===== config.mk =====
export PLATFORM = sky130hd
export DESIGN_NAME = sha3_block_padder
export DESIGN_NICKNAME = d
export VERILOG_FILES = /design/src/rtl/sha3_block_padder.sv
export SDC_FILE = /design/constraint.sdc
export NUM_CORES = 2
export LEC_CHECK = 0
export BUFFER_PORTS_ARGS = -buffer_cell sky130_fd_sc_hd__buf_2
export CAP_MARGIN = 10
export CORE_AREA = 2 2 457 459
export DETAILED_ROUTE_END_ITERATION = 10
export DIE_AREA = 0 0 459 461
export GPL_TIMING_DRIVEN = 0
export HOLD_SLACK_MARGIN = 0.12
export PLACE_DENSITY = 0.42
export SLEW_MARGIN = 20
export SYNTH_ARGS = -nofsm -noshare
export SYNTH_HDL_FRONTEND = slang
export SYNTH_SLANG_ARGS = --single-unit

===== constraint.sdc =====
create_clock -name clk -period 32.9 [get_ports clk]
set_input_delay 1.645 -clock clk [delete_from_list [all_inputs] [get_ports clk]]
set_output_delay 1.645 -clock clk [all_outputs]
set_load 0.02 [all_outputs]

===== src/rtl/sha3_block_padder.sv =====
// -----------------------------------------------------------------------------
// sha3_block_padder
//
// Purpose:
//   Collects a message delivered as 64-bit little-endian words and applies
//   pad10*1 padding with the SHA3 domain byte. It assembles 1088-bit rate
//   blocks and hands each one to the absorb stage over a valid/ready
//   handshake. The final block of a message is flagged with block_last.
//   A message that ends exactly on a block boundary produces one extra
//   padding-only block.
//
// Configuration macro:
//   KECCAK_LEGACY_PAD_EN - when defined, the domain byte is 0x01 (original
//                          Keccak padding). Otherwise it is 0x06 (FIPS 202).
//
// Ports:
//   clk          in   1     system clock, rising edge
//   reset        in   1     asynchronous active-high reset
//   in_data      in   64    message word, byte i at bits [8i+7:8i]
//   in_valid     in   1     in_data/in_last/in_bytes valid
//   in_last      in   1     final word of the message
//   in_bytes     in   4     valid bytes in final word (0..8, >8 means 8)
//   in_ready     out  1     word accepted this cycle when in_valid
//   block        out  1088  rate block, word k at bits [64k+63:64k]
//   block_valid  out  1     block complete and stable
//   block_last   out  1     block is the final padded block
//   block_ready  in   1     absorb stage takes the block this cycle
// -----------------------------------------------------------------------------
module sha3_block_padder #(
    parameter int RATE_WORDS = 17
) (
    input  logic                      clk,
    input  logic                      reset,
    input  logic [63:0]               in_data,
    input  logic                      in_valid,
    input  logic                      in_last,
    input  logic [3:0]                in_bytes,
    output logic                      in_ready,
    output logic [64*RATE_WORDS-1:0]  block,
    output logic                      block_valid,
    output logic                      block_last,
    input  logic                      block_ready
);

    localparam int CNT_W = $clog2(RATE_WORDS);
    // Byte-position width: word index plus 3 bits for the byte, plus one
    // bit of headroom so that "one past the end of the block" is representable.
    localparam int P_W   = CNT_W + 4;

    localparam logic [CNT_W-1:0] LAST_CNT   = CNT_W'(RATE_WORDS - 1);
    localparam logic [P_W-1:0]   RATE_BYTES = P_W'(8 * RATE_WORDS);

`ifdef KECCAK_LEGACY_PAD_EN
    localparam logic [7:0] DOM_BYTE = 8'h01;
`else
    localparam logic [7:0] DOM_BYTE = 8'h06;
`endif

    // The closing pad bit always lands in the top byte of the last word.
    localparam logic [63:0] END_WORD = 64'h8000_0000_0000_0000;

    typedef enum logic [1:0] {
        ST_FILL     = 2'd0,
        ST_HOLD     = 2'd1,
        ST_PAD_ONLY = 2'd2
    } state_t;

    state_t             r_state;
    state_t             w_state_next;
    logic [CNT_W-1:0]   r_word_cnt;
    logic               r_pad_pending;
    logic               r_block_last;

    logic               w_accept;
    logic               w_handoff;
    logic               w_load_pad;
    logic               w_clear;

    logic [3:0]         w_nbytes;
    logic [63:0]        w_masked;
    logic [P_W-1:0]     w_p;
    logic [CNT_W:0]     w_p_word;
    logic [2:0]         w_p_byte;
    logic               w_pad_now;
    logic               w_pad_defer;
    logic [63:0]        w_dom_word;
    logic               w_block_done;

    // ------------------------------------------------------------------
    // FSM: state register
    // ------------------------------------------------------------------
    always_ff @(posedge clk or posedge reset) begin
        if (reset) begin
            r_state <= ST_FILL;
        end else begin
            r_state <= w_state_next;
        end
    end

    // ------------------------------------------------------------------
    // FSM: next state and control strobes
    // ------------------------------------------------------------------
    always_comb begin
        w_state_next = r_state;
        w_accept     = 1'b0;
        w_handoff    = 1'b0;
        w_load_pad   = 1'b0;
        case (r_state)
            ST_FILL: begin
                w_accept = in_valid;
                if (in_valid && w_block_done) begin
                    w_state_next = ST_HOLD;
                end
            end
            ST_HOLD: begin
                if (block_ready) begin
                    w_handoff = 1'b1;
                    if (r_pad_pending) begin
                        w_load_pad   = 1'b1;
                        w_state_next = ST_PAD_ONLY;
                    end else begin
                        w_state_next = ST_FILL;
                    end
                end
            end
            ST_PAD_ONLY: begin
                if (block_ready) begin
                    w_handoff    = 1'b1;
                    w_state_next = ST_FILL;
                end
            end
            default: begin
                w_state_next = ST_FILL;
            end
        endcase
    end

    // Every handoff clears the buffer, except the one that reloads it with
    // the padding-only block.
    assign w_clear = w_handoff && !w_load_pad;

    assign in_ready    = (r_state == ST_FILL);
    assign block_valid = (r_state != ST_FILL);
    assign block_last  = r_block_last;

    // ------------------------------------------------------------------
    // Incoming word: byte masking and pad position
    // ------------------------------------------------------------------
    assign w_nbytes     = (in_bytes > 4'd8) ? 4'd8 : in_bytes;
    assign w_block_done = in_last || (r_word_cnt == LAST_CNT);

    genvar gi;
    generate
        for (gi = 0; gi < 8; gi++) begin : g_mask
            // Non-final words pass through untouched; the final word keeps
            // only its first w_nbytes bytes.
            assign w_masked[8*gi +: 8] = (!in_last || (4'(gi) < w_nbytes)) ?
                                         in_data[8*gi +: 8] : 8'h00;
        end
    endgenerate

    // p = byte index of the first pad byte within the block
    assign w_p         = {1'b0, r_word_cnt, 3'b000} + {{(P_W-4){1'b0}}, w_nbytes};
    assign w_p_word    = w_p[P_W-1:3];
    assign w_p_byte    = w_p[2:0];
    assign w_pad_now   = in_last && (w_p <  RATE_BYTES);
    assign w_pad_defer = in_last && (w_p == RATE_BYTES);
    assign w_dom_word  = {56'd0, DOM_BYTE} << {w_p_byte, 3'b000};

    // ------------------------------------------------------------------
    // Block buffer, one register per rate word
    // ------------------------------------------------------------------
    generate
        for (gi = 0; gi < RATE_WORDS; gi++) begin : g_word
            localparam logic [63:0] PAD_ONLY_WORD =
                ((gi == 0) ? {56'd0, DOM_BYTE} : 64'd0) ^
                ((gi == RATE_WORDS - 1) ? END_WORD : 64'd0);

            logic [63:0] r_word;
            logic [63:0] w_word_next;

            // The domain byte may fall in the word being written or, when the
            // final word is full, in the following (still zero) word. The
            // closing 0x80 XORs into the top word so that both pad bits
            // merge into 0x86 when they share a byte.
            always_comb begin
                w_word_next = r_word;
                if (r_word_cnt == CNT_W'(gi)) begin
                    w_word_next = w_masked;
                end
                if (w_pad_now) begin
                    if (w_p_word == (CNT_W+1)'(gi)) begin
                        w_word_next = w_word_next ^ w_dom_word;
                    end
                    if (gi == RATE_WORDS - 1) begin
                        w_word_next = w_word_next ^ END_WORD;
                    end
                end
            end

            always_ff @(posedge clk or posedge reset) begin
                if (reset) begin
                    r_word <= 64'd0;
                end else if (w_clear) begin
                    r_word <= 64'd0;
                end else if (w_load_pad) begin
                    r_word <= PAD_ONLY_WORD;
                end else if (w_accept) begin
                    r_word <= w_word_next;
                end
            end

            assign block[64*gi +: 64] = r_word;
        end
    endgenerate

    // ------------------------------------------------------------------
    // Word counter, pending pad and last-block flag
    // ------------------------------------------------------------------
    always_ff @(posedge clk or posedge reset) begin
        if (reset) begin
            r_word_cnt    <= '0;
            r_pad_pending <= 1'b0;
            r_block_last  <= 1'b0;
        end else begin
            if (w_accept) begin
                if (w_block_done) begin
                    r_word_cnt <= '0;
                end else begin
                    r_word_cnt <= r_word_cnt + 1'b1;
                end
                if (in_last) begin
                    r_block_last  <= w_pad_now;
                    r_pad_pending <= w_pad_defer;
                end else if (r_word_cnt == LAST_CNT) begin
                    r_block_last  <= 1'b0;
                end
            end
            if (w_load_pad) begin
                r_block_last <= 1'b1;
            end else if (w_handoff) begin
                r_block_last  <= 1'b0;
                r_pad_pending <= 1'b0;
            end
        end
    end

endmodule


==> flow_summary.yaml <==
status:
  status: "finished clean"
synth:
  synth_flop_cell: "dfrtp_1"
  yosys.cell_types.count: 76
  ys_async_sr_fraction_pct: 100
  syn_inst: 5011
  avgSynthCellArea_um2: 9.48
  yosys_warnings: 0
  syn_nets: 5094
  ys_seq_elements: 1097
  synth.top_cells.by_area: "dfrtp_1 58%, o21ai_0 9.2%, nand2_1 8.3%, clkbuf_1 3.1%, nor2_1 2.9%"
  synth_largest_area_cell: "dfrtp_1"
  syn_area_um2: 47500
  yosys.cell_count.top_type: "dfrtp_1"
  yosys-top-cells-count: "1097 x dfrtp_1, 1048 x nand2_1, 869 x o21ai_0, 387 x clkbuf_1, 366 x nor2_1"
  seq_area_frac_synth_pct: 57.8
  synth-edff-count: 0
  netlist.area_leader.share_pct: 57.8
clock_network:
  cts_hold_buf: 0
  cts.sinks: 1097
  clk_pin_slew_ns: 0.06
  post_cts_buffers: 0
  clkLatencyLatePin_ns: 0.85
  cts_tree: "done"
  clockBufferDepth: 3
  cts_made_buffers: 140
  ctsHtreeMaxLevel: 4
  ctsResizeCount: 0
  root_buffer: "clkbuf_16"
power_and_ir_drop:
  powerDensity_nw_per_um2: 73.8
  power_leakage_nw: 30.2
  power_w: 0.00461
  ir_drop_uv: 52.1
timing:
  worst_slew_pin_slew_ns: 1.30
  period_needed_ns: 5.10
  fin_tns_setup_ns: 0
  whs_ns: 0.469
  max_freq_mhz: 196
  finalCritPeriodShare_pct: 15.5
  finalMaxSlewViolations: 0
  fin_worst_skew_ns: 0.0396
  slew_headroom_pct: 13.3
  hold_violations: 0
  setup_viol: 0
  rsz0062_at_grt: "no"
placed_design:
  place_congestion: 0.939
  dp_hpwl_um: 241000
  port_buffers: 1162
floorplanning:
  io_pins: 1164
  die_w_um: 459
  die_h_um: 461
  std_cell_rows: 167
  die_area_um2: 212000
  initial_core_util_pct: 23.0
  coreArea_um2: 206000
global_route:
  grt-ovfl-total: 0
  grt_pass1_vias: 47300
  grt_pass1_wl_um: 421000
  grtUsageTotal_pct: 28.8
  grt_max_degree: 99
  antenna_found_initial: 38
worst_setup_path:
  worstSetupPathType: "in -> reg"
  critical_path.startpoint: "in_bytes[3]"
  endpoint_kind: "flip-flop"
  critPathLaunchType: "input port"
  worstPathMaxFanout: 10
  r2r_start: "r_state[0]"
  cp_data_required_time_ns: 33.56
  crit_arrival_ns: 5.76
worst_hold_path:
  hold_path.class: "reg -> reg"
  min_from: "g_word[13].r_word[54]"
detailed_routing:
  drcViolationCount: 0
  viasPerCell: 5.28
  routed_wl_um: 313000
  drt_iter0_markers: 5024
  num_vias: 48400
  drtPass1Iterations: 8
  wire_per_inst_um: 34.1
  ant_nets: 0
cells_and_area:
  drive_gt1_share_pct: 24.5
  fill_cells: 22200
  nets: 6433
  area_growth_pct: 31.4
run:
  maxCapViolations: 0
==> cells in the final DEF (no fill, tap or decap), types with 31 or more instances in the layout <==
cell type and instances:
a211oi_1 34, o21ai_0 869, nand2_1 1048, buf_2 1198
nand3_1 49, o311ai_0 78, a221o_1 115, clkbuf_1 388
dfrtp_1 1097, nor3_1 144, nor2_1 362, o211ai_1 31
clkbuf_2 32, clkbuf_16 141, o221ai_1 72, a21oi_1 168
clkbuf_8 34, o31ai_1 48, mux2i_1 33
==> layer usage <==
metal | part of all wire [%] | up-vias | GRT usage (%)
met1 | 39 | 24800 | 34.7
li1 | - | 20500 | -
met2 | 47 | 2593 | 46.9
met4 | 5.6 | 6 | 14.0
met3 | 9.0 | 555 | 8.68
met5 | 0.013 | - | 0
==> critical path: stages <==
cell and delay, ns:
buf_2 0.29, ha_1 0.38, ha_1 0.29, clkbuf_1 0.22
nor2_1 0.67, nand4_1 0.28, a31oi_1 0.45, buf_2 0.36
nand2_1 0.12, clkbuf_1 0.50, a21oi_1 0.38, o311ai_0 0.16
==> final cells by class <==
type                    instances  area (um2)  area share [%]
flip-flops and latches       1097       27500            44.0
multi-input cells            3439       18300            29.3
repair buffers               1197        6460            10.4
clock buffers                 208        4120            6.60
well taps                    2704        3380            5.42
plain buffers                 446        1810            2.90
clock inverters                46         722            1.16
inverters                      29         116           0.186
diodes                         15        37.5          0.0602
==> sequential cells by signal, indices dropped and copies added (netlist names) <==
| name | flops |
|---|---|
| r_pad_pending | 1 |
| r_word_cnt | 5 |
| g_word.r_word | 1088 |
| r_state | 2 |
| block_last | 1 |
==> metrics by stage <==
stage	worst slack, ns	area [um2]	util [%]	std cells
6_report	27.80	62400	30.2	9181
5_1_grt	27.63	62400	30.2	9167
4_1_cts	27.92	62300	30.2	9165
3_5_place_dp	27.00	57500	27.9	8911
3_3_place_gp	-15.13	56700	27.5	8877
2_1_floorplan	0.369	47500	-	5011
==> worst paths after layout <==
check,end,slack [ns],cells after the start
worst max register to register,g_word[10].r_word[35],27.94,11
worst min-delay path,g_word[13].r_word[54],0.47,2
min in group asynchronous,g_word[7].r_word[43],0.85,2
worst max-delay path,g_word[10].r_word[26],27.80,12
max in group asynchronous,g_word[14].r_word[35],29.43,7
worst min register to register,g_word[13].r_word[54],0.47,2
==> power breakdown <==
group	switching, W	internal (W)	total (W)	leakage, nW
Sequential	0.000113	0.00150	0.00161	15.2
Combinational	0.00107	0.000291	0.00136	12.6
Clock	0.000687	0.000943	0.00163	2.36
==> cells by family after synthesis <==
logic type | synth area share [%]
XOR/XNOR | 0.0553
multiplexers | 0.719
AND/OR/NAND/NOR | 15.0
buffers and inverters | 3.96
AO/OA/AOI/OAI | 22.2
flip-flops | 57.8
adder cells (fa/ha/maj) | 0.264
Note: power is estimated with default switching activity, not from simulation.
